$ cat src/rtl/frame_color_classifier.sv
// Per-frame red/blue pixel classifier for the RGB332 VGA read stream; publishes the dominant colour in RESULT.
// Define SHAPE_DETECT_EN to add per-band counters and a coarse shape code in RESULT[3:2].
module frame_color_classifier #(
    parameter int SCREEN_WIDTH  = 176,
    parameter int SCREEN_HEIGHT = 144,
    parameter int RED_R_MIN     = 5,
    parameter int BLUE_B_MIN    = 2,
    parameter int MIN_PIXELS    = 400
) (
    input  logic       CLK,
    input  logic       RESET,
    input  logic [7:0] PIXEL_IN,
    input  logic [9:0] VGA_PIXEL_X,
    input  logic [9:0] VGA_PIXEL_Y,
    input  logic       VGA_VSYNC_NEG,
    output logic [8:0] RESULT,
    output logic       FRAME_DONE
);
    localparam logic [9:0]  WIDTH    = 10'(SCREEN_WIDTH);
    localparam logic [9:0]  HEIGHT   = 10'(SCREEN_HEIGHT);
    localparam logic [2:0]  R_MIN    = 3'(RED_R_MIN);
    localparam logic [1:0]  B_MIN    = 2'(BLUE_B_MIN);
    localparam logic [14:0] MIN_CNT  = 15'(MIN_PIXELS);
    localparam logic [14:0] CNT_MAX  = 15'h7FFF;

    typedef enum logic [1:0] {IDLE, ACCUM, DECIDE} state_t;

    state_t      state;
    logic [9:0]  x_d;
    logic [9:0]  y_d;
    logic        vsync_d;
    logic [14:0] red_cnt;
    logic [14:0] blue_cnt;

    logic        boundary;
    logic        active;
    logic        is_red;
    logic        is_blue;
    logic [2:0]  r;
    logic [2:0]  g;
    logic [1:0]  b;
    logic [1:0]  colour;
    logic [1:0]  shape;

    assign r = PIXEL_IN[7:5];
    assign g = PIXEL_IN[4:2];
    assign b = PIXEL_IN[1:0];

    // RAM data lags its address by a cycle, so the registered coordinates belong to PIXEL_IN.
    assign boundary = vsync_d & ~VGA_VSYNC_NEG;
    assign active   = (x_d < WIDTH) && (y_d < HEIGHT);
    assign is_red   = (r >= R_MIN) && (g <= 3'd2) && (b <= 2'd1);
    assign is_blue  = !is_red && (b >= B_MIN) && (r <= 3'd2) && (g <= 3'd3);

    always_comb begin
        colour = 2'b00;
        if (red_cnt >= MIN_CNT && red_cnt > blue_cnt)
            colour = 2'b01;
        else if (blue_cnt >= MIN_CNT && blue_cnt > red_cnt)
            colour = 2'b10;
    end

`ifdef SHAPE_DETECT_EN
    localparam logic [9:0] BAND1 = 10'(SCREEN_HEIGHT / 3);
    localparam logic [9:0] BAND2 = 10'((2 * SCREEN_HEIGHT) / 3);

    logic [2:0][14:0] red_band;
    logic [2:0][14:0] blue_band;
    logic [1:0]       band;
    logic [16:0]      top;
    logic [16:0]      mid;
    logic [16:0]      bot;
    logic [16:0]      diff_tm;
    logic [16:0]      diff_bm;

    always_comb begin
        band = 2'd2;
        if (y_d < BAND1)
            band = 2'd0;
        else if (y_d < BAND2)
            band = 2'd1;
    end

    always_comb begin
        top   = '0;
        mid   = '0;
        bot   = '0;
        shape = 2'b00;
        if (colour == 2'b01) begin
            top = {2'b00, red_band[0]};
            mid = {2'b00, red_band[1]};
            bot = {2'b00, red_band[2]};
        end else if (colour == 2'b10) begin
            top = {2'b00, blue_band[0]};
            mid = {2'b00, blue_band[1]};
            bot = {2'b00, blue_band[2]};
        end
        diff_tm = (top > mid) ? top - mid : mid - top;
        diff_bm = (bot > mid) ? bot - mid : mid - bot;
        if (colour != 2'b00) begin
            if ((diff_tm << 2) <= mid && (diff_bm << 2) <= mid)
                shape = 2'b01;
            else if ((top << 1) < mid && mid <= bot)
                shape = 2'b10;
            else if ((top << 1) < mid && (bot << 1) < mid)
                shape = 2'b11;
        end
    end

    always_ff @(posedge CLK or posedge RESET) begin
        if (RESET) begin
            red_band  <= '0;
            blue_band <= '0;
        end else if ((state == IDLE && boundary) || state == DECIDE) begin
            red_band  <= '0;
            blue_band <= '0;
        end else if (state == ACCUM && !boundary && active) begin
            if (is_red && red_band[band] != CNT_MAX)
                red_band[band] <= red_band[band] + 15'd1;
            if (is_blue && blue_band[band] != CNT_MAX)
                blue_band[band] <= blue_band[band] + 15'd1;
        end
    end
`else
    assign shape = 2'b00;
`endif

    // The decision is taken from the finished counts on the boundary edge; DECIDE then clears them.
    always_ff @(posedge CLK or posedge RESET) begin
        if (RESET) begin
            state      <= IDLE;
            x_d        <= '0;
            y_d        <= '0;
            vsync_d    <= 1'b1;
            red_cnt    <= '0;
            blue_cnt   <= '0;
            RESULT     <= '0;
            FRAME_DONE <= 1'b0;
        end else begin
            x_d        <= VGA_PIXEL_X;
            y_d        <= VGA_PIXEL_Y;
            vsync_d    <= VGA_VSYNC_NEG;
            FRAME_DONE <= 1'b0;
            case (state)
                IDLE: begin
                    if (boundary) begin
                        state    <= ACCUM;
                        red_cnt  <= '0;
                        blue_cnt <= '0;
                    end
                end
                ACCUM: begin
                    if (boundary) begin
                        state      <= DECIDE;
                        RESULT     <= {1'b1, 4'b0000, shape, colour};
                        FRAME_DONE <= 1'b1;
                    end else if (active) begin
                        if (is_red && red_cnt != CNT_MAX)
                            red_cnt <= red_cnt + 15'd1;
                        if (is_blue && blue_cnt != CNT_MAX)
                            blue_cnt <= blue_cnt + 15'd1;
                    end
                end
                DECIDE: begin
                    state    <= ACCUM;
                    red_cnt  <= '0;
                    blue_cnt <= '0;
                end
                default: state <= IDLE;
            endcase
        end
    end
endmodule

$ cat config.mk
export PLATFORM = sky130hd
export DESIGN_NAME = frame_color_classifier
export DESIGN_NICKNAME = d
export VERILOG_FILES = /design/src/rtl/frame_color_classifier.sv
export SDC_FILE = /design/constraint.sdc
export NUM_CORES = 1
export LEC_CHECK = 0
export CORE_MARGIN = 4
export CORE_UTILIZATION = 36
export CTS_CLUSTER_SIZE = 14
export DETAILED_ROUTE_END_ITERATION = 6
export PLACE_DENSITY = 0.61
export SETUP_SLACK_MARGIN = 0.02
export SYNTH_ARGS = -nofsm -noshare
export SYNTH_HDL_FRONTEND = slang
export SYNTH_SLANG_ARGS = --single-unit
$ cat constraint.sdc
create_clock -name CLK -period 2.6 [get_ports CLK]
set_input_delay 0.65 -clock CLK [delete_from_list [all_inputs] [get_ports CLK]]
set_output_delay 0.65 -clock CLK [all_outputs]
set_load 0.02 [all_outputs]
==> out/metrics.yaml, run 1 <==
clock_tree_from_tritoncts: "done"
clock_sink_count: 49
post_synth_arst_share: 1.00
dpl.hpwl_um: 4470
floorplan.core_area_um2: 7290
first_iter_violations: 106
maximum_number_of_pins_on_one_net_before_global_route_repair: 27
diodes: 0
clk_root_buffer_cell: "clkbuf_8"
cap_viol_max_count: 0
routed_wire_length_per_instance_um: 14.1
area_delta_synth_final_pct: 18.8
drv_slew: 0
rsz0062_at_grt: "no"
power_density_nw_per_um2: 538
port_buffers: 25
grt_first_pass_wirelength_um: 9860
cts-hold-fix-buffers: 0
globalRouteTotalUtil: 0.142
hold_path.startpoint: "RESULT[8]"
yosys_register_bits: 49
lkg_pwr_nw: 1.44
min_path_type: "flip-flop to flip-flop"
final_antenna_net_count: 0
vias_per_cell: 5.11
finalHoldViolations: 0
fin_skew_ns: 0.00623
placementRows: 31
critical_path.endpoint_type: "flip-flop"
sequential_cell_area_um2: 1230
timing.slew.headroom: 0.622
floorplan.die_area_um2: 9030
crit_path_start_kind: "input port"
fmax_mhz: 446
initial_cell_density_of_the_core: 0.374
drt_pre_antenna_iters: 4
placement.cell_area_um2: 3150
nets: 366
post_synth_main_area_contributors: "dfrtp_1 (44%), ha_1 (8.7%), nor2_1 (4.0%), xnor2_1 (3.9%), nand4_1 (3.0%)"
maximum_vdd_ir_drop_v: 0.000315
chipHeight_um: 95.0
netlist-cell-type-count: 51
clock_tree.buffer_depth: 2
syn_area_per_cell_um2: 9.88
outcome: "completed"
postSynthCellCount: 276
antenna_found_initial: 0
slew_of_the_pin_with_the_lowest_slew_margin_ns: 0.566
post_route_cells_drive_above_1_share: 0.0978
globalRoute.totalOverflow: 0
dieWidth_um: 95.0
worstSetupPathType: "input port to flip-flop"
multi_input_gate_area_um2: 1390
crit_path_max_fanout: 8
worst_skew_pair.late_latency_ns: 0.30
post_cts_setup_inserts: 0
finalWirelength_um: 5870
synthesis.area_um2: 2730
yosys_warnings: 0
clk_transition_reported_paths_ns: 0.09
dr_total_vias: 2125
ctsResizeCount: 0
final.setup.tns_ns: 0
ios: 41
setup.worst_path.start: "PIXEL_IN[6]"
fin_util: 0.444
dominantRegCellSynth: "dfrtp_1"
total_power_mw: 1.74
nFillCells: 727
fin_crit_share: 0.863
gp_congestion: 0.855
placed_cells: 408
reg2reg_from: "red_cnt[0]"
netlist.area_leader.share: 0.440
final-instance-count-excl-fill: 416
required_worst_endpoint_ns: 2.83
timing.critical_path.arrival_ns: 2.47
setup_viol: 0
first_global_vias: 2073
cts_inserted_buffers: 5
cts-htree-levels: 2
synth_seq_area_share: 0.450
synth_largest_area_cell: "dfrtp_1"
final.min_clock_period_ns: 2.24
drc: 0
finalInstanceArea_um2: 3240
synth_edf_count: 0
-- kinds of logic after synthesis --
kind of cell / count (synthesis) / share of synthesized area
muxes: 1 / 0.00367
buffers and inverters: 29 / 0.0482
DFF: 49 / 0.450
adders and majority gates: 19 / 0.0872
other: 1 / 0.00137
and+or+nand+nor: 119 / 0.242
AOI/OAI and AO/OA: 39 / 0.106
xor gates and xnor gates: 19 / 0.0610
-- placed cells by master (no fill, tap or decap), types with 8 or more instances in the layout --
master and count:
buf_4 11, inv_1 20, ha_1 19, dfrtp_1 48
nand3_1 14, nor2_1 29, o21ai_0 10, nand2_1 16
a21oi_1 10, nand4_1 13, xnor2_1 12, clkdlybuf4s50_1 25
nor3_1 8
-- worst max-delay path, stage by stage --
cell and delay [ns]:
clkdlybuf4s50_1 0.48, a2bb2oi_1 0.16, a31oi_1 0.17, a41oi_4 0.33, nand3_4 0.15, or3_1 0.36, a21oi_1 0.16
-- flip-flops by register name, summed over array words and instances (netlist names) --
signal,cells
blue_cnt,15
FRAME_DONE,1
y_d,6
state,2
red_cnt,15
x_d,6
vsync_d,1
RESULT,3
-- layer usage --
| layer | part of all wire | up-vias | GRT usage |
|---|---|---|---|
| li1 | - | 1043 | - |
| met1 | 0.45 | 1024 | 0.181 |
| met2 | 0.49 | 51 | 0.241 |
| met3 | 0.051 | 7 | 0.0316 |
| met4 | 0.013 | 0 | 0.0433 |
| met5 | 0 | - | 0 |
-- cell usage after synthesis, types with 5 or more instances --
| master | count |
|---|---|
| dfrtp_1 | 48 |
| nor2_1 | 29 |
| inv_1 | 21 |
| ha_1 | 19 |
| nand2_1 | 16 |
| nand3_1 | 14 |
| nand4_1 | 13 |
| xnor2_1 | 12 |
| a21oi_1 | 10 |
| o21ai_0 | 10 |
| nor3_1 | 8 |
| and3_1 | 7 |
| xor2_1 | 7 |
| buf_4 | 6 |
| and2_1 | 5 |
| or3_1 | 5 |
-- cell type report --
class / count / area share
multi-input cells: 203 / 0.428
flip-flops and latches: 49 / 0.379
repair buffers: 36 / 0.103
well taps: 99 / 0.0382
inverters: 21 / 0.0243
clock buffers: 6 / 0.0224
clock inverters: 2 / 0.00502
-- metrics by stage --
step	hold WS (ns)	setup slack, ns
floorplan	0.481	0.601
global placement	0.452	0.0663
detailed placement	0.457	0.0225
CTS	0.483	0.343
global route	0.507	0.201
finish	0.476	0.357
-- final timing paths --
kind,endpoint,slack (ns),cells past startpoint
setup reg to reg,red_cnt[8],0.45,7
hold / removal,RESULT[8],0.48,1
max in group asynchronous,red_cnt[5],1.23,3
setup / recovery,red_cnt[8],0.36,7
min in group asynchronous,y_d[9],0.72,2
hold reg to reg,RESULT[8],0.48,1
-- where the power goes --
part | total, mW | internal (mW) | switching (mW)
Clock | 0.446 | 0.192 | 0.254
Sequential | 0.847 | 0.808 | 0.0394
Combinational | 0.450 | 0.191 | 0.258
Note: power is estimated with default switching activity, not from simulation.
==> run 2, diff against run 1 <==
Settings changed: CORE_UTILIZATION 36 to 50, DONT_BUFFER_PORTS set to 1, PLACE_DENSITY 0.61 to 0.69.
==> out/metrics.yaml, run 2 (synthesis gave the netlist of run 1 again) <==
clk_transition_reported_paths_ns: 0.09
timing.slew.headroom: 0.629
clock_tree_from_tritoncts: "done"
most_common_cell_after_layout_fill_and_taps_aside: "dfrtp_1"
rsz0062_at_grt: "no"
floorplan.die_area_um2: 6700
fin_skew_ns: 0.00514
clk_root_buffer_cell: "clkbuf_8"
setup_viol: 0
dieWidth_um: 81.9
cts-hold-fix-buffers: 0
cts_inserted_buffers: 5
fmax_mhz: 449
cap_viol_max_count: 0
worstSetupPathType: "flip-flop to flip-flop"
post_cts_setup_inserts: 0
first_iter_violations: 65
clock_sink_count: 49
clock_tree.buffer_depth: 2
drv_slew: 0
finalHoldViolations: 0
post_route_cells_drive_above_1_share: 0.0845
finalWorstSetupSlack_ns: 0.371
final.setup.tns_ns: 0
biggestRegsByFlops: "blue_cnt (15), red_cnt (15)"
floorplan.core_area_um2: 5200
port_buffers: 0
globalRoute.totalOverflow: 0
lkg_pwr_nw: 1.31
initial_cell_density_of_the_core: 0.524
dpl.hpwl_um: 4090
slew_of_the_pin_with_the_lowest_slew_margin_ns: 0.553
placementRows: 26
routed_wire_length_per_instance_um: 15.5
fin_util: 0.555
outcome: "completed"
drc: 0
crit_path_max_fanout: 9
globalRouteTotalUtil: 0.188
crit_path_start_kind: "flip-flop"
first_global_vias: 1942
grt_first_pass_wirelength_um: 9410
critical_path.endpoint_type: "flip-flop"
cts-htree-levels: 2
nets: 333
worst_setup_timing_slack_at_the_placement_stage_ns: 0.399
final_antenna_net_count: 0
final.min_clock_period_ns: 2.23
ios: 41
required_worst_endpoint_ns: 2.83
vias_per_cell: 5.62
maximum_vdd_ir_drop_v: 0.000400
fin_crit_share: 0.857
finalWirelength_um: 5500
power_density_nw_per_um2: 581
chipHeight_um: 81.9
min_path_type: "input port to async pin"
worst_skew_pair.late_latency_ns: 0.31
diodes: 0
timing.critical_path.arrival_ns: 2.46
antenna_found_initial: 0
drt_pre_antenna_iters: 4
ctsResizeCount: 0
layout_common_cells: "dfrtp_1 (48), nor2_1 (29), inv_1 (20), ha_1 (19), nand2_1 (16)"
gp_congestion: 0.795
area_delta_synth_final_pct: 5.96
dr_total_vias: 1988
maximum_number_of_pins_on_one_net_before_global_route_repair: 25
-- run 2: cell types whose count changed in the layout (fill, tap and decap cells not counted), sizes merged --
| cell | change |
|---|---|
| buf | -8 |
| clkinv | +1 |
| clkdlybuf4s50 | -25 |
| clkbuf | -1 |
-- run 2: where the power goes --
group	total, mW	switching (mW)	internal (mW)	leakage, nW
Clock	0.444	0.258	0.186	0.0439
Combinational	0.379	0.250	0.129	0.618
Sequential	0.855	0.0473	0.808	0.643
-- run 2: through the flow --
stage          instances  instance area, um2  power (mW)  hold slack, ns
3_5_place_dp         346                2800        1.24           0.534
4_1_cts              354                2890        1.70           0.263
6_report             354                2890        1.68           0.259
3_3_place_gp         346                2800        1.23           0.519
5_1_grt              354                2890        1.78           0.277
2_1_floorplan        281                2750        1.15           0.481
-- run 2: cell type report --
cell class	count	area [um2]
clock inverters	3	17.5
multi-input cells	203	1390
inverters	21	78.8
well taps	70	87.6
repair buffers	3	22.5
fillers	467	2310
flip-flops and latches	49	1230
clock buffers	5	68.8
-- run 2: worst paths after layout --
| kind | endpoint | cells past startpoint | slack, ns | start |
|---|---|---|---|---|
| setup / recovery | red_cnt[8] | 7 | 0.37 | red_cnt[0] |
| max in group asynchronous | blue_cnt[13] | 2 | 1.75 | RESET |
| setup reg to reg | red_cnt[8] | 7 | 0.37 | red_cnt[0] |
| hold reg to reg | state[0] | 1 | 0.54 | state[0] |
| hold / removal | x_d[8] | 1 | 0.26 | RESET |
| min in group CLK | vsync_d | 0 | 0.33 | VGA_VSYNC_NEG |
-- run 2: layer usage --
| metal | part of all wire | routed length [um] | vias up | track usage |
|---|---|---|---|---|
| met1 | 0.47 | 2590 | 971 | 0.248 |
| li1 | - | - | 971 | - |
| met3 | 0.045 | 248 | 5 | 0.0395 |
| met4 | 0.013 | 70 | 0 | 0.0548 |
| met5 | 0 | 0 | - | 0 |
| met2 | 0.47 | 2590 | 41 | 0.310 |
-- run 2: worst max-delay path, cell delays in order, from the launching register on --
cell and delay, ns:
dfrtp_1 0.43, ha_1 0.23, and3_4 0.20, and3_1 0.20
a41oi_4 0.40, nand3_4 0.17, or3_1 0.37, a21oi_1 0.16
